**src/rtl/hilo_div_unit_pkg.sv**
```systemverilog
// Shared definitions for the HI/LO unit: divider state encoding and HI/LO enable bit positions.
package hilo_div_unit_pkg;

  typedef enum logic [1:0] {
    DIV_IDLE = 2'd0,
    DIV_BUSY = 2'd1,
    DIV_DONE = 2'd2
  } div_state_t;

  localparam int HILO_HI = 1;
  localparam int HILO_LO = 0;

endpackage

```
**src/rtl/hilo_div_unit_div_radix2.sv**
```systemverilog
// Iterative restoring radix-2 divider: DATA_W+1 stall cycles, result shown for one DONE cycle.
// Flush cancels any in-flight division at the next edge.
module div_radix2
  import hilo_div_unit_pkg::*;
#(
  parameter int DATA_W = 32
) (
  input  logic                  clk,
  input  logic                  resetn,
  input  logic                  start,
  input  logic                  is_signed,
  input  logic [DATA_W-1:0]     dividend,
  input  logic [DATA_W-1:0]     divisor,
  input  logic                  flush,
  output logic                  stall,
  output logic                  done,
  output logic [2*DATA_W-1:0]   result
);

  localparam int CNT_W = $clog2(DATA_W + 1);

  div_state_t          state, state_nxt;
  logic [DATA_W-1:0]   rem, quot, dvs;
  logic [CNT_W-1:0]    count;
  logic                neg_q, neg_r;
  logic [2*DATA_W-1:0] result_q;
  logic [2*DATA_W-1:0] fixed;
  logic                accept;
  logic [DATA_W:0]     trial;
  logic [DATA_W-1:0]   rem_step, quot_step;
  logic [DATA_W-1:0]   a_mag, b_mag;

  assign accept = (state == DIV_IDLE) & start & ~flush;
  assign a_mag  = (is_signed & dividend[DATA_W-1]) ? -dividend : dividend;
  assign b_mag  = (is_signed & divisor[DATA_W-1])  ? -divisor  : divisor;

  // Trial subtract on the partial remainder with the next dividend bit shifted in.
  assign trial = {rem, quot[DATA_W-1]} - {1'b0, dvs};

  always_comb begin
    if (!trial[DATA_W]) begin
      rem_step  = trial[DATA_W-1:0];
      quot_step = {quot[DATA_W-2:0], 1'b1};
    end else begin
      rem_step  = {rem[DATA_W-2:0], quot[DATA_W-1]};
      quot_step = {quot[DATA_W-2:0], 1'b0};
    end
  end

  assign fixed = {(neg_r ? -rem : rem), (neg_q ? -quot : quot)};

  always_ff @(posedge clk or negedge resetn) begin
    if (!resetn) state <= DIV_IDLE;
    else         state <= state_nxt;
  end

  always_comb begin
    state_nxt = state;
    case (state)
      DIV_IDLE: if (accept) state_nxt = DIV_BUSY;
      DIV_BUSY: begin
        if (flush)                       state_nxt = DIV_IDLE;
        else if (count == CNT_W'(1))     state_nxt = DIV_DONE;
      end
      DIV_DONE: state_nxt = DIV_IDLE;
      default:  state_nxt = DIV_IDLE;
    endcase
  end

  always_ff @(posedge clk or negedge resetn) begin
    if (!resetn) begin
      rem      <= '0;
      quot     <= '0;
      dvs      <= '0;
      count    <= '0;
      neg_q    <= 1'b0;
      neg_r    <= 1'b0;
      result_q <= '0;
    end else begin
      if (accept) begin
        rem   <= '0;
        quot  <= a_mag;
        dvs   <= b_mag;
        count <= CNT_W'(DATA_W);
        neg_q <= is_signed & (dividend[DATA_W-1] ^ divisor[DATA_W-1]);
        neg_r <= is_signed & dividend[DATA_W-1];
      end else if (state == DIV_BUSY && !flush) begin
        rem   <= rem_step;
        quot  <= quot_step;
        count <= count - CNT_W'(1);
      end
      if (state == DIV_DONE) result_q <= fixed;
    end
  end

  assign stall  = accept | (state == DIV_BUSY);
  assign done   = (state == DIV_DONE);
  assign result = done ? fixed : result_q;

endmodule

```
**src/rtl/hilo_div_unit.sv**
```systemverilog
// HI/LO architectural register with per-half M/W forwarding, plus the E-stage divider.
// Forwarding is zero-latency; the divider stalls the pipeline DATA_W+1 cycles per divide.
module hilo_div_unit
  import hilo_div_unit_pkg::*;
#(
  parameter int DATA_W = 32
) (
  input  logic                clk,
  input  logic                resetn,
  input  logic                E_div_start,
  input  logic                E_div_signed,
  input  logic [DATA_W-1:0]   E_dividend,
  input  logic [DATA_W-1:0]   E_divisor,
  input  logic                E_flush,
  input  logic [1:0]          M_we,
  input  logic [2*DATA_W-1:0] M_hilo,
  input  logic [1:0]          W_we,
  input  logic [2*DATA_W-1:0] W_hilo,
  output logic                div_stall,
  output logic                div_done,
  output logic [2*DATA_W-1:0] div_result,
  output logic [2*DATA_W-1:0] hilo_o
);

  logic [DATA_W-1:0] hi_q, lo_q;
  logic [DATA_W-1:0] hi_fwd, lo_fwd;

  always_ff @(posedge clk or negedge resetn) begin
    if (!resetn) begin
      hi_q <= '0;
      lo_q <= '0;
    end else begin
      if (W_we[HILO_HI]) hi_q <= W_hilo[2*DATA_W-1:DATA_W];
      if (W_we[HILO_LO]) lo_q <= W_hilo[DATA_W-1:0];
    end
  end

  // M is younger than W, so it wins when both write the same half.
  always_comb begin
    hi_fwd = hi_q;
    lo_fwd = lo_q;
    if (M_we[HILO_HI])      hi_fwd = M_hilo[2*DATA_W-1:DATA_W];
    else if (W_we[HILO_HI]) hi_fwd = W_hilo[2*DATA_W-1:DATA_W];
    if (M_we[HILO_LO])      lo_fwd = M_hilo[DATA_W-1:0];
    else if (W_we[HILO_LO]) lo_fwd = W_hilo[DATA_W-1:0];
  end

  assign hilo_o = {hi_fwd, lo_fwd};

  div_radix2 #(.DATA_W(DATA_W)) u_div (
    .clk       (clk),
    .resetn    (resetn),
    .start     (E_div_start),
    .is_signed (E_div_signed),
    .dividend  (E_dividend),
    .divisor   (E_divisor),
    .flush     (E_flush),
    .stall     (div_stall),
    .done      (div_done),
    .result    (div_result)
  );

endmodule

```
**config.mk**
```make
export PLATFORM = sky130hd
export DESIGN_NAME = hilo_div_unit
export DESIGN_NICKNAME = d
export VERILOG_FILES = /design/src/rtl/hilo_div_unit_pkg.sv /design/src/rtl/hilo_div_unit_div_radix2.sv /design/src/rtl/hilo_div_unit.sv
export SDC_FILE = /design/constraint.sdc
export NUM_CORES = 1
export LEC_CHECK = 0
export BUFFER_PORTS_ARGS = -buffer_cell sky130_fd_sc_hd__buf_4
export CORE_UTILIZATION = 50
export DETAILED_ROUTE_END_ITERATION = 8
export HOLD_SLACK_MARGIN = 0.15
export PLACE_DENSITY = 0.84
export SYNTH_ARGS = -nofsm -noshare
export SYNTH_HDL_FRONTEND = slang
export SYNTH_HIERARCHICAL = 1
export SYNTH_SLANG_ARGS = --single-unit
```
**constraint.sdc**
```tcl
create_clock -name clk -period 4.6 [get_ports clk]
set_input_delay 0.23 -clock clk [delete_from_list [all_inputs] [get_ports clk]]
set_output_delay 0.23 -clock clk [all_outputs]
set_load 0.005 [all_outputs]
```
==> results.cfg <==
[outcome]
outcome = finished, final reports clean

[pwr]
p_leak_nw = 8.85
seq_power_share_pct = 32.7
pwr-share-comb_pct = 46.4
p_int_mw = 5.65
p_switching_mw = 3.64
cellPowerDensity_nw_per_um2 = 487
power_frac_clock_pct = 20.8
ir_drop_mv = 0.301
switching_share_pct = 39.2

[sta]
worstMarginPinSlew_ns = 1.23
fin_crit_ns = 4.22
fin_crit_sh_pct = 91.6
hold_viol_final = 0
clock_skew_ns = 0.0101
final-setup-viol-count = 0
tns_ns = 0
finalWorstSetupSlack_ns = 0.384
hold_ws_ns = 0.311
rsz0062_at_grt = false
maxSlewViolCount = 0
timing.fmax_ghz = 0.237
slew_headroom_pct = 18.3

[placement]
post-place-ws_ns = 0.589
io_buffers = 330
gp_congestion = 0.855
hpwl_um = 29500

[floorplan]
start_util_pct = 50.9
die_w_um = 170
die_h_um = 170
rows = 61
ios = 331
die-area_um2 = 29000
core_region_area_um2 = 27900

[synth]
synthDominantCellAreaShare_pct = 41.3
synth_ff_type = dfrtp_1
synth.net_count = 1678
synth_edf_count = 0
synth_warnings = 6
yosysTopAreaCell = dfrtp_1
ys_ff_latch = 234
synth_area_um2 = 14200
avgSynthCellArea_um2 = 9.85
synth_top_cells_by_area = dfrtp_1 (41%), o21ai_0 (7.5%), xor2_1 (6.4%)
synth.distinct_cells = 61
synth_seq_area_share_pct = 41.3
synthCells = 1438
async_flop_share_pct = 100

[critical_path]
regToRegSetupSlack_ns = 0.57
path_max_fanout = 5
critical_path_required_ns = 4.37
reg2reg_to = u_div/rem[28]
critPathKind = register to primary output
cp-end-kind = primary output
startpoint_type = register
rr_startpoint = u_div/quot[31]
cp.arrival_ns = 3.99
r2r_cells = 14

[clocking]
cts_buffers = 25
cts_tree = built
cts-root-buf = clkbuf_16
cts.path.max_buffers = 3
clk_latency_ns = 0.52
h-tree-depth = 1
numClockSinks = 234
clk_pin_slew_ns = 0.07

[worst_hold_path]
worst_hold_path.endpoint = lo_q[10]
min_from = W_we[0]
min_path_cells = 2
worstHoldPathType = primary input to register

[grt]
grt_pass1_vias = 12706
track_usage_pct = 29.8
grt_pass1_wl_um = 68400
grt_antenna_before_repair = 0
grt_remaining_overflow = 0
grt_max_degree = 102

[flow_run]
drv_cap = 0

[finish]
drive_gt1_share_pct = 27.8
nets = 2115
area_growth_syn_to_layout_pct = 34.5
final_cell_mix = buf_4 (337), dfrtp_1 (234), o21ai_0 (211), nand2_1 (192), dlygate4sd3_1 (144)
layout_commonest_cell = buf_4

[route]
wl_per_cell_um = 19.5
dr.pass1.iters = 5
drc = 0
drtAntennaViolNets = 0
routed_wl_um = 44200
drt-vias-per-instance = 5.61
drt_iter0_drc = 1069
vias = 12735
-- layout make-up --
| type | instances | area, um^2 |
|---|---|---|
| Clock buffer | 38 | 714 |
| Fill cell | 1989 | 8800 |
| Timing Repair Buffer | 483 | 4010 |
| Inverter | 48 | 180 |
| Multi-Input combinational cell | 1083 | 7770 |
| Tap cell | 378 | 473 |
| Antenna cell | 1 | 2.50 |
| Sequential cell | 234 | 5860 |
| Clock inverter | 5 | 53.8 |
-- how the worst max path moves through the flow --
stage	startpoint	endpoint	cells after the start
global placement	u_div/rem[20]	u_div/rem[26]	12
finish	u_div/quot[5]	div_result[31]	10
CTS	u_div/rem[5]	div_result[57]	9
detailed placement	u_div/quot[31]	u_div/rem[28]	14
floorplan	u_div/rem[20]	u_div/rem[10]	13
global route	u_div/quot[5]	div_result[29]	10
-- registers in the layout (all words and copies together) (netlist names) --
register        count
u_div/result_q     64
hi_q               32
lo_q               32
u_div/dvs          32
u_div/quot         32
u_div/rem          32
u_div/count         6
u_div/state         2
u_div/neg_q         1
u_div/neg_r         1
-- Yosys cell counts, types with 31 or more instances --
cell and instances:
inv_1 48, o21ai_0 211, a21oi_1 46, nand2_1 193
ha_1 38, mux2_4 60, a22oi_1 31, xor2_1 104
mux2_2 69, dfrtp_1 234, nor2_1 42, xnor2_1 46
clkbuf_1 54
-- kinds of logic after synthesis --
group | after synthesis | synth area share, %
DFF | 234 | 41.3
AOI/OAI and AO/OA | 383 | 16.1
and+or+nand+nor | 354 | 11.9
muxes | 156 | 13.8
buffers and inverters | 121 | 4.07
adders and majority gates | 39 | 3.50
xor gates and xnor gates | 151 | 9.39
-- timing repair --
| item | CTS | global route |
|---|---|---|
| resized for setup | 0 | 0 |
| hold buffers | 144 | 0 |
| setup buffers | 0 | 0 |
| endpoints found under the hold margin | 228 | 0 |
-- through the flow --
stage	cell area, um^2	util, %	instances	power (mW)
2_1_floorplan	14200	-	1438	5.80
3_3_place_gp	16800	60.5	2082	7.00
3_5_place_dp	16800	60.5	2082	7.16
4_1_cts	19100	68.4	2269	9.21
5_1_grt	19100	68.4	2269	9.90
6_report	19100	68.4	2270	9.29
-- power by group through the flow --
stage / clock, mW / combinational, mW / sequential, mW
floorplan: 0 / 2.93 / 2.87
global placement: 0 / 4.00 / 3.01
detailed placement: 0 / 4.11 / 3.05
CTS: 1.95 / 4.25 / 3.01
global route: 2.06 / 4.75 / 3.10
finish: 1.94 / 4.31 / 3.04
-- worst max-delay path, cell delays in order, from the launching register on --
cell     delay (ns)
dfrtp_1        0.43
nor4_1         0.40
nand2_1        0.16
or3_4          0.42
or3_4          0.40
or3_4          0.39
or4_4          0.47
o31ai_4        0.27
xnor2_1        0.21
o21ai_1        0.13
buf_4          0.18
-- metal layers --
metal,track usage (%),share of wire [%],up-vias
li1,-,-,5969
met1,36.7,40,6017
met2,49.9,47,595
met3,5.93,7.7,154
met4,14.9,4.7,0
met5,0,0,-
Power figures use the tool's default switching activity.
